[config.mk]
export PLATFORM = sky130hd
export DESIGN_NAME = score_display
export DESIGN_NICKNAME = d
export VERILOG_FILES = /design/src/rtl/score_display.sv
export SDC_FILE = /design/constraint.sdc
export NUM_CORES = 1
export LEC_CHECK = 0
export CAP_MARGIN = 20
export CORE_AREA = 4 4 86 88
export CTS_CLUSTER_DIAMETER = 100
export CTS_CLUSTER_SIZE = 14
export DETAILED_ROUTE_END_ITERATION = 6
export DIE_AREA = 0 0 90 92
export PLACE_DENSITY = 0.86
export SYNTH_ARGS = -nofsm -noshare
export SYNTH_HDL_FRONTEND = slang
export SYNTH_SLANG_ARGS = --single-unit
[constraint.sdc]
create_clock -name Clk -period 4.2 [get_ports Clk]
set_clock_uncertainty 0.05 [all_clocks]
set_input_delay 1.05 -clock Clk [delete_from_list [all_inputs] [get_ports Clk]]
set_output_delay 1.05 -clock Clk [all_outputs]
set_load 0.02 [all_outputs]
[src/rtl/score_display.sv]
// Binary-to-BCD converter (sequential double-dabble) driving a multiplexed
// 4-digit common-anode 7-segment display with optional leading-zero blanking.
module score_display #(
  parameter int SCAN_DIV = 1000,
  parameter bit BLANK_LZ = 1'b1
) (
  input  logic        Clk,
  input  logic        Rst,
  input  logic [13:0] Score,
  input  logic        Load,
  input  logic        Blank,
  output logic        Busy,
  output logic        Done,
  output logic [15:0] BcdOut,
  output logic [6:0]  Seg,
  output logic [3:0]  DigitEn,
  output logic [1:0]  dbg_state
);

  typedef enum logic [1:0] {
    S_IDLE  = 2'd0,
    S_SHIFT = 2'd1,
    S_DONE  = 2'd2
  } state_t;

  localparam logic [15:0] PRESC_MAX = 16'(SCAN_DIV - 1);

  state_t      state_q, state_d;
  logic [15:0] bcd_q, bcd_d;
  logic [13:0] value_q, value_d;
  logic [3:0]  cnt_q, cnt_d;
  logic        busy_q, busy_d;
  logic        done_q, done_d;
  logic [15:0] bcd_out_q, bcd_out_d;
  logic [15:0] presc_q, presc_d;
  logic [1:0]  idx_q, idx_d;
  logic [6:0]  seg_q, seg_d;
  logic [3:0]  digit_en_q, digit_en_d;

  logic [15:0] bcd_adj;
  logic [3:0]  sel_nib;
  logic        lz;

  function automatic logic [6:0] seg_decode(input logic [3:0] nib);
    logic [6:0] s;
    case (nib)
      4'd0:    s = 7'h40;
      4'd1:    s = 7'h79;
      4'd2:    s = 7'h24;
      4'd3:    s = 7'h30;
      4'd4:    s = 7'h19;
      4'd5:    s = 7'h12;
      4'd6:    s = 7'h02;
      4'd7:    s = 7'h78;
      4'd8:    s = 7'h00;
      4'd9:    s = 7'h10;
      default: s = 7'h7F;
    endcase
    return s;
  endfunction

  // Add-3 correction applied to every nibble before the shift.
  always_comb begin
    bcd_adj = bcd_q;
    for (int i = 0; i < 4; i++) begin
      if (bcd_q[4*i +: 4] >= 4'd5) bcd_adj[4*i +: 4] = bcd_q[4*i +: 4] + 4'd3;
    end
  end

  always_comb begin
    state_d   = state_q;
    bcd_d     = bcd_q;
    value_d   = value_q;
    cnt_d     = cnt_q;
    busy_d    = busy_q;
    done_d    = 1'b0;
    bcd_out_d = bcd_out_q;
    case (state_q)
      S_IDLE: begin
        if (Load) begin
          value_d = (Score > 14'd9999) ? 14'd9999 : Score;
          bcd_d   = '0;
          cnt_d   = 4'd14;
          busy_d  = 1'b1;
          state_d = S_SHIFT;
        end
      end
      S_SHIFT: begin
        {bcd_d, value_d} = {bcd_adj[14:0], value_q, 1'b0};
        cnt_d = cnt_q - 4'd1;
        // Result lands in BcdOut together with Done on the last shift.
        if (cnt_q == 4'd1) begin
          state_d   = S_DONE;
          busy_d    = 1'b0;
          done_d    = 1'b1;
          bcd_out_d = {bcd_adj[14:0], value_q[13]};
        end
      end
      S_DONE:  state_d = S_IDLE;
      default: state_d = S_IDLE;
    endcase
  end

  always_comb begin
    if (presc_q >= PRESC_MAX) begin
      presc_d = '0;
      idx_d   = idx_q + 2'd1;
    end else begin
      presc_d = presc_q + 16'd1;
      idx_d   = idx_q;
    end

    sel_nib = bcd_out_q[4*idx_q +: 4];
    case (idx_q)
      2'd1:    lz = (bcd_out_q[15:4] == 12'h000);
      2'd2:    lz = (bcd_out_q[15:8] == 8'h00);
      2'd3:    lz = (bcd_out_q[15:12] == 4'h0);
      default: lz = 1'b0;
    endcase

    seg_d      = (BLANK_LZ && lz) ? 7'h7F : seg_decode(sel_nib);
    digit_en_d = Blank ? 4'hF : ~(4'b0001 << idx_q);
  end

  always_ff @(posedge Clk or negedge Rst) begin
    if (!Rst) begin
      state_q    <= S_IDLE;
      bcd_q      <= '0;
      value_q    <= '0;
      cnt_q      <= '0;
      busy_q     <= 1'b0;
      done_q     <= 1'b0;
      bcd_out_q  <= '0;
      presc_q    <= '0;
      idx_q      <= '0;
      seg_q      <= 7'h7F;
      digit_en_q <= 4'hF;
    end else begin
      state_q    <= state_d;
      bcd_q      <= bcd_d;
      value_q    <= value_d;
      cnt_q      <= cnt_d;
      busy_q     <= busy_d;
      done_q     <= done_d;
      bcd_out_q  <= bcd_out_d;
      presc_q    <= presc_d;
      idx_q      <= idx_d;
      seg_q      <= seg_d;
      digit_en_q <= digit_en_d;
    end
  end

  assign Busy      = busy_q;
  assign Done      = done_q;
  assign BcdOut    = bcd_out_q;
  assign Seg       = seg_q;
  assign DigitEn   = digit_en_q;
  assign dbg_state = state_q;

endmodule
-- Word level (Yosys, flattened, before mapping)
Memory sizes are Yosys's and may differ from the RTL's.
Cells that the tools add are included.
- muxes and demuxes: 23
- equal/unequal tests: 7
- bitwise logic cells: 1
- add/sub/neg operators: 7
- $lt $le $gt $ge: 6
- reduce and logical (&&, ||, !) cells: 9
- $mul: 0
- divide/modulo/power cells: 0
- shifts and indexed selects: 2
- operators by type and width (operator ; number):
    16-bit two-way mux ; 2
    16-bit one-hot mux with 2 select lines ; 1
    14-bit two-way mux ; 2
    14-bit one-hot mux with 2 select lines ; 1
    4-bit two-way mux ; 5
    16-bit by 1-bit adder with 16-bit output, second input constant ; 1
    16-bit by 10-bit >= comparator with 1-bit output, second input constant ; 1
    4-bit by 3-bit >= comparator with 1-bit output, second input constant ; 4
    16-bit by 5-bit variable part select with 4-bit output ; 1
    14-bit > comparator, second input constant ; 1
    4-bit by 2-bit adder with 4-bit output, second input constant ; 3
    12-bit logical NOT ; 1
    8-bit logical NOT ; 1
    4-bit one-hot mux with 2 select lines ; 1
    7-bit two-way mux ; 1
    2-bit AND reduction ; 3
    2-bit by 1-bit == test with 1-bit output, second input constant ; 2
    2-bit == test, second input constant ; 2
    4-bit by 1-bit == test with 1-bit output, second input constant ; 1
    4-bit logical NOT ; 1
    1-bit two-way mux ; 4
    2-bit two-way mux ; 2
    2-bit != test, second input constant ; 2
    4-bit inverter ; 1
    other kinds (11) ; 11
- memory bits (read-only): 112
- output and inout port bits: 31
- memories kept: 1
- flip-flop bits (word level): 83
- latch bits: 0
- word-level logic and storage cells: 67
- memory bits (writable): 0
- memory list (memory ; depth ; width ; read ports ; clocked after memory_dff ; wr ports ; RTL line ; source):
    (no name shown) ; 16 ; 7 ; 1 ; 0 ; 0 ; 46 ; case (nib)

-- Depth between registers and ports, before layout
- depth in word-level cells: 4
- depth in mapped cells: 7
- gate-level depth less buffers: 7

-- Worst setup path after synthesis
Ideal clock, no wire load.
- path kind: input to register
- from: input Load
- to: register cnt_q[1]
- setup slack: 2.085 ns
- data arrival time: 1.920 ns
- required time: 4.005 ns
- setup time: 0.145 ns
- path buffers: 2
- cell stages on the path: 4
- cells stage by stage: o21bai_1 buf_2 buf_1 a22oi_1
- word-level cells in the longest chain between the ends: 2
- RTL lines (element ; RTL line ; source):
    start: declaration ; 10 ; input logic Load,
    2-bit != test (no line) ; -- ;
    2-bit AND reduction (no line) ; -- ;
    end signal: assignment ; 142 ; cnt_q <= cnt_d;
    end: declaration ; 31 ; logic [3:0] cnt_q, cnt_d;
Every way passes these cells.
A chain may end at the register's enable or synchronous reset.

-- Worst setup path in the final report
- from: register seg_q[2] (netlist: Seg[2])
- to: output Seg[2]
- RTL lines (element ; RTL line ; source):
    start: declaration ; 37 ; logic [6:0] seg_q, seg_d;
    start signal: assignment ; 148 ; seg_q <= seg_d;
    end: declaration ; 15 ; output logic [6:0] Seg,
No word-level cell between the ends.

==> impl_results.md <==
- CTS tree: done
- Core area: 6640 µm²
- Average via count per standard cell: 5.69
- Effective utilization at floorplan: 59.2%
- Latest clock arrival within the worst-skew pair: 0.35 ns
- Cell count of the worst hold path: 1
- Via count of the first global-routing pass: between 2000 and 3000
- Register bit total from synthesis: 83
- Hold Violations, Final: 0
- Worst min-delay path startpoint: presc_q[0]
- FP Rows: 30
- Ratio of cells with drive above 1 in the final layout: a little over a tenth
- Maximum level of the CTS H-tree: 3
- Crit-path slowest cell: clkdlybuf4s50_1
- Depth of the worst register-to-register path: 5
- Area of combinational cells with multiple inputs: 1720 µm²
- Most used flip-flop cell after synthesis: dfrtp_1
- Critical path buffer and inverter count: 1
- Number of instances resized during post-cts repair: 0
- Worst path top cell family by delay: buffers and inverters
- Kind of critical path: register to output pin
- Instance count after placement with tap cells included: 493
- Setup TNS: 0 ns
- Crit path time final: 2.58 ns
- Highest-count cells in the layout ignoring fill and taps: dfrtp_1 (72), clkdlybuf4s50_1 (47), nand2_1 (34)
- Post-DP HPWL: 5.41 mm
- Chip Width: 90 µm
- First-pass GRT wire length: 13.4 mm
- Number of buffers inserted during clock tree synthesis: 9
- Buffer levels on the longest clock path: 2
- Final routed DRC violation total: 0
- Slew HR: 34.8%
- Library cell used as clock root buffer: clkbuf_8
- CP Cell Sequence: clkdlybuf4s50_1
- Aggregate routed wire length: 7.72 mm
- Post-synthesis instance total: 371
- Synth Warn #: 0
- Detail Route Antenna Nets: 0
- Fillers: 464
- Share of flip-flops with an asynchronous set or reset after synthesis: 100%
- Vertical die dimension: 92 µm
- Final #Nets: 464
- Pin count of the biggest net entering global routing: 84
- Worst supply voltage drop on vdd: 0.413 mV
- Antenna violations before repair: 0
- PwrDens: 825 nW/µm²
- Kind of launch point of the worst setup path: register
- Most common cell after layout, fill and taps aside: dfrtp_1
- CTS hold repair buffers: 0
- Cell depth of the worst setup path: 1
- Number of I/O port buffers: 48
- Detailed-routing iteration count for the pre-antenna-repair pass: 4
- Seq/Total Area, Yosys: between 50 and 60%
- FF/Latch Area: 2090 µm²
- Number of max-slew violations in the final report: 0
- Clock transition time at the flip-flop clock pins of the worst setup and hold paths: 0.08 ns
- Critical Path Max Stage Delay: 0.61 ns
- Type of element capturing the critical path: output pin
- Number of library cell types mapped by synthesis: 47
- Arrival @ worst endpoint: between 1 and 1.5 ns
- Reported leakage power: about 2.1 nW
- GPL Wtd Cong: 0.824
- Synth-to-Final Area Change: 20.6%
- Library cell with the largest summed area after synthesis: dfrtp_1
- Worst min path class: register to register
- Detailed-route wire length per cell: between 15 and 20 µm
- Critical Path Fanout Max: 1
- Top Ports: 49
- Top cells by area in the synthesized netlist: dfrtp_1 (46%), dfstp_2 (7.3%), ha_1 (6.7%)
- Result of the run: finished, final reports clean
- Launching instance or port of the critical path: Seg[2]
- DRC marker count from the first detailed-route iteration: 142
- Overall track demand over capacity in global routing: 20.1%
- Number of synthesized flops with an enable pin: 0
- Clock Sinks: 83
- Netlist Area Pre-Place: 3930 µm²
- Achievable Freq: ~390 MHz
- Final setup violating endpoints: 0
- Data required time at the worst endpoint: 3.10 ns
- Number of violations of the max-capacitance limit: 0
- Count of vias placed by the detailed router: 2904
- Area of the die: 8280 µm²
- Overflow left after global routing: 0
- Worst Tran Pin Value: 0.977 ns
- Area share of the largest cell type after synthesis: approximately 46%
- Fin crit share: between 60% and 70%
- RSZ-0062 raised after global routing: no
- Critical register-to-register path startpoint: dbg_state[0]
- Filler-free cell count of the finished design: 510
- Setup repair bufs after CTS: 0
- Count of inserted antenna diode cells: 0
- Syn avg cell area: 10.6 µm²
==> metrics by stage <==
step	hold slack (ns)	util (%)	setup WS, ns	area [µm²]	total power, W
final	0.445	71.4	1.62	4750	0.00392
after global routing	0.466	71.4	1.52	4750	0.00423
after CTS	0.449	71.0	1.59	4720	0.00394
after detailed placement	0.432	67.5	1.27	4480	0.00327
after global placement	0.415	67.5	1.37	4480	0.00319
after floorplan	0.400	-	2.08	3950	0.00269
==> registers in the layout (all words and copies together), names as in the netlist <==
| register | cells |
|---|---|
| dbg_state | 2 |
| cnt_q | 4 |
| BcdOut | 16 |
| value_q | 14 |
| presc_q | 16 |
| Seg | 7 |
| bcd_q | 16 |
| DigitEn | 4 |
| Done | 1 |
| idx_q | 2 |
| Busy | 1 |
==> cells in the mapped netlist, types with 3 or more instances <==
cell / count
dfstp_2: 11
o31ai_1: 4
mux2_2: 6
mux4_2: 3
o22ai_1: 12
ha_1: 21
o21ai_0: 31
nor2_1: 26
dfrtp_1: 72
a32o_1: 4
nand2_1: 34
nor3b_1: 10
xnor2_1: 11
a22o_1: 5
o21ai_1: 4
clkbuf_1: 9
nor4_1: 4
nand3_1: 6
a21o_1: 4
nand2b_1: 12
inv_1: 20
a21oi_1: 25
a31oi_1: 6
==> final timing paths <==
| path | to | slack, ns |
|---|---|---|
| max in group asynchronous | DigitEn[1] | 3.07 |
| setup reg to reg | BcdOut[13] | 1.90 |
| hold / removal | presc_q[0] | 0.44 |
| min in group asynchronous | Seg[5] | 0.65 |
| setup / recovery | Seg[2] | 1.62 |
| hold reg to reg | presc_q[0] | 0.44 |
==> power breakdown <==
group | total (W) | internal (W) | switching (W)
logic | 0.00186 | 0.000874 | 0.000987
clock network | 0.000655 | 0.000369 | 0.000286
registers | 0.00140 | 0.00114 | 0.000263
total | 0.00392 | 0.00238 | 0.00154
==> cell families (layout without fill, tap and decap cells) <==
kind of cell               after synthesis  after routing  synth area share [%]
other                                    1              6                0.0953
adders and majority gates               21             21                  6.68
buffers and inverters                   34             88                  3.69
xor gates and xnor gates                13             13                  2.89
and+or+nand+nor                        106            106                  13.5
muxes                                   10             10                  4.10
AOI/OAI and AO/OA                      103            103                  15.9
DFF                                     83             83                  53.1
==> cell type report <==
| type | count | share of cell area [%] |
|---|---|---|
| clock buffer | 11 | 3.19 |
| clock inverter | 5 | 1.77 |
| inverter | 20 | 1.58 |
| multi-input combinational | 259 | 36.2 |
| sequential | 83 | 44.1 |
| tap | 80 | 2.11 |
| timing repair buffer | 52 | 11.1 |
==> layer usage <==
metal	wire length (µm)	GRT usage [%]	up-vias	part of all wire, %
li1	-	-	1404	-
met1	3330	24.9	1422	43
met2	3940	34.8	67	51
met3	322	3.94	11	4.2
met4	124	7.78	0	1.6
met5	0	0	-	0
(Power assumes the default switching activity.)
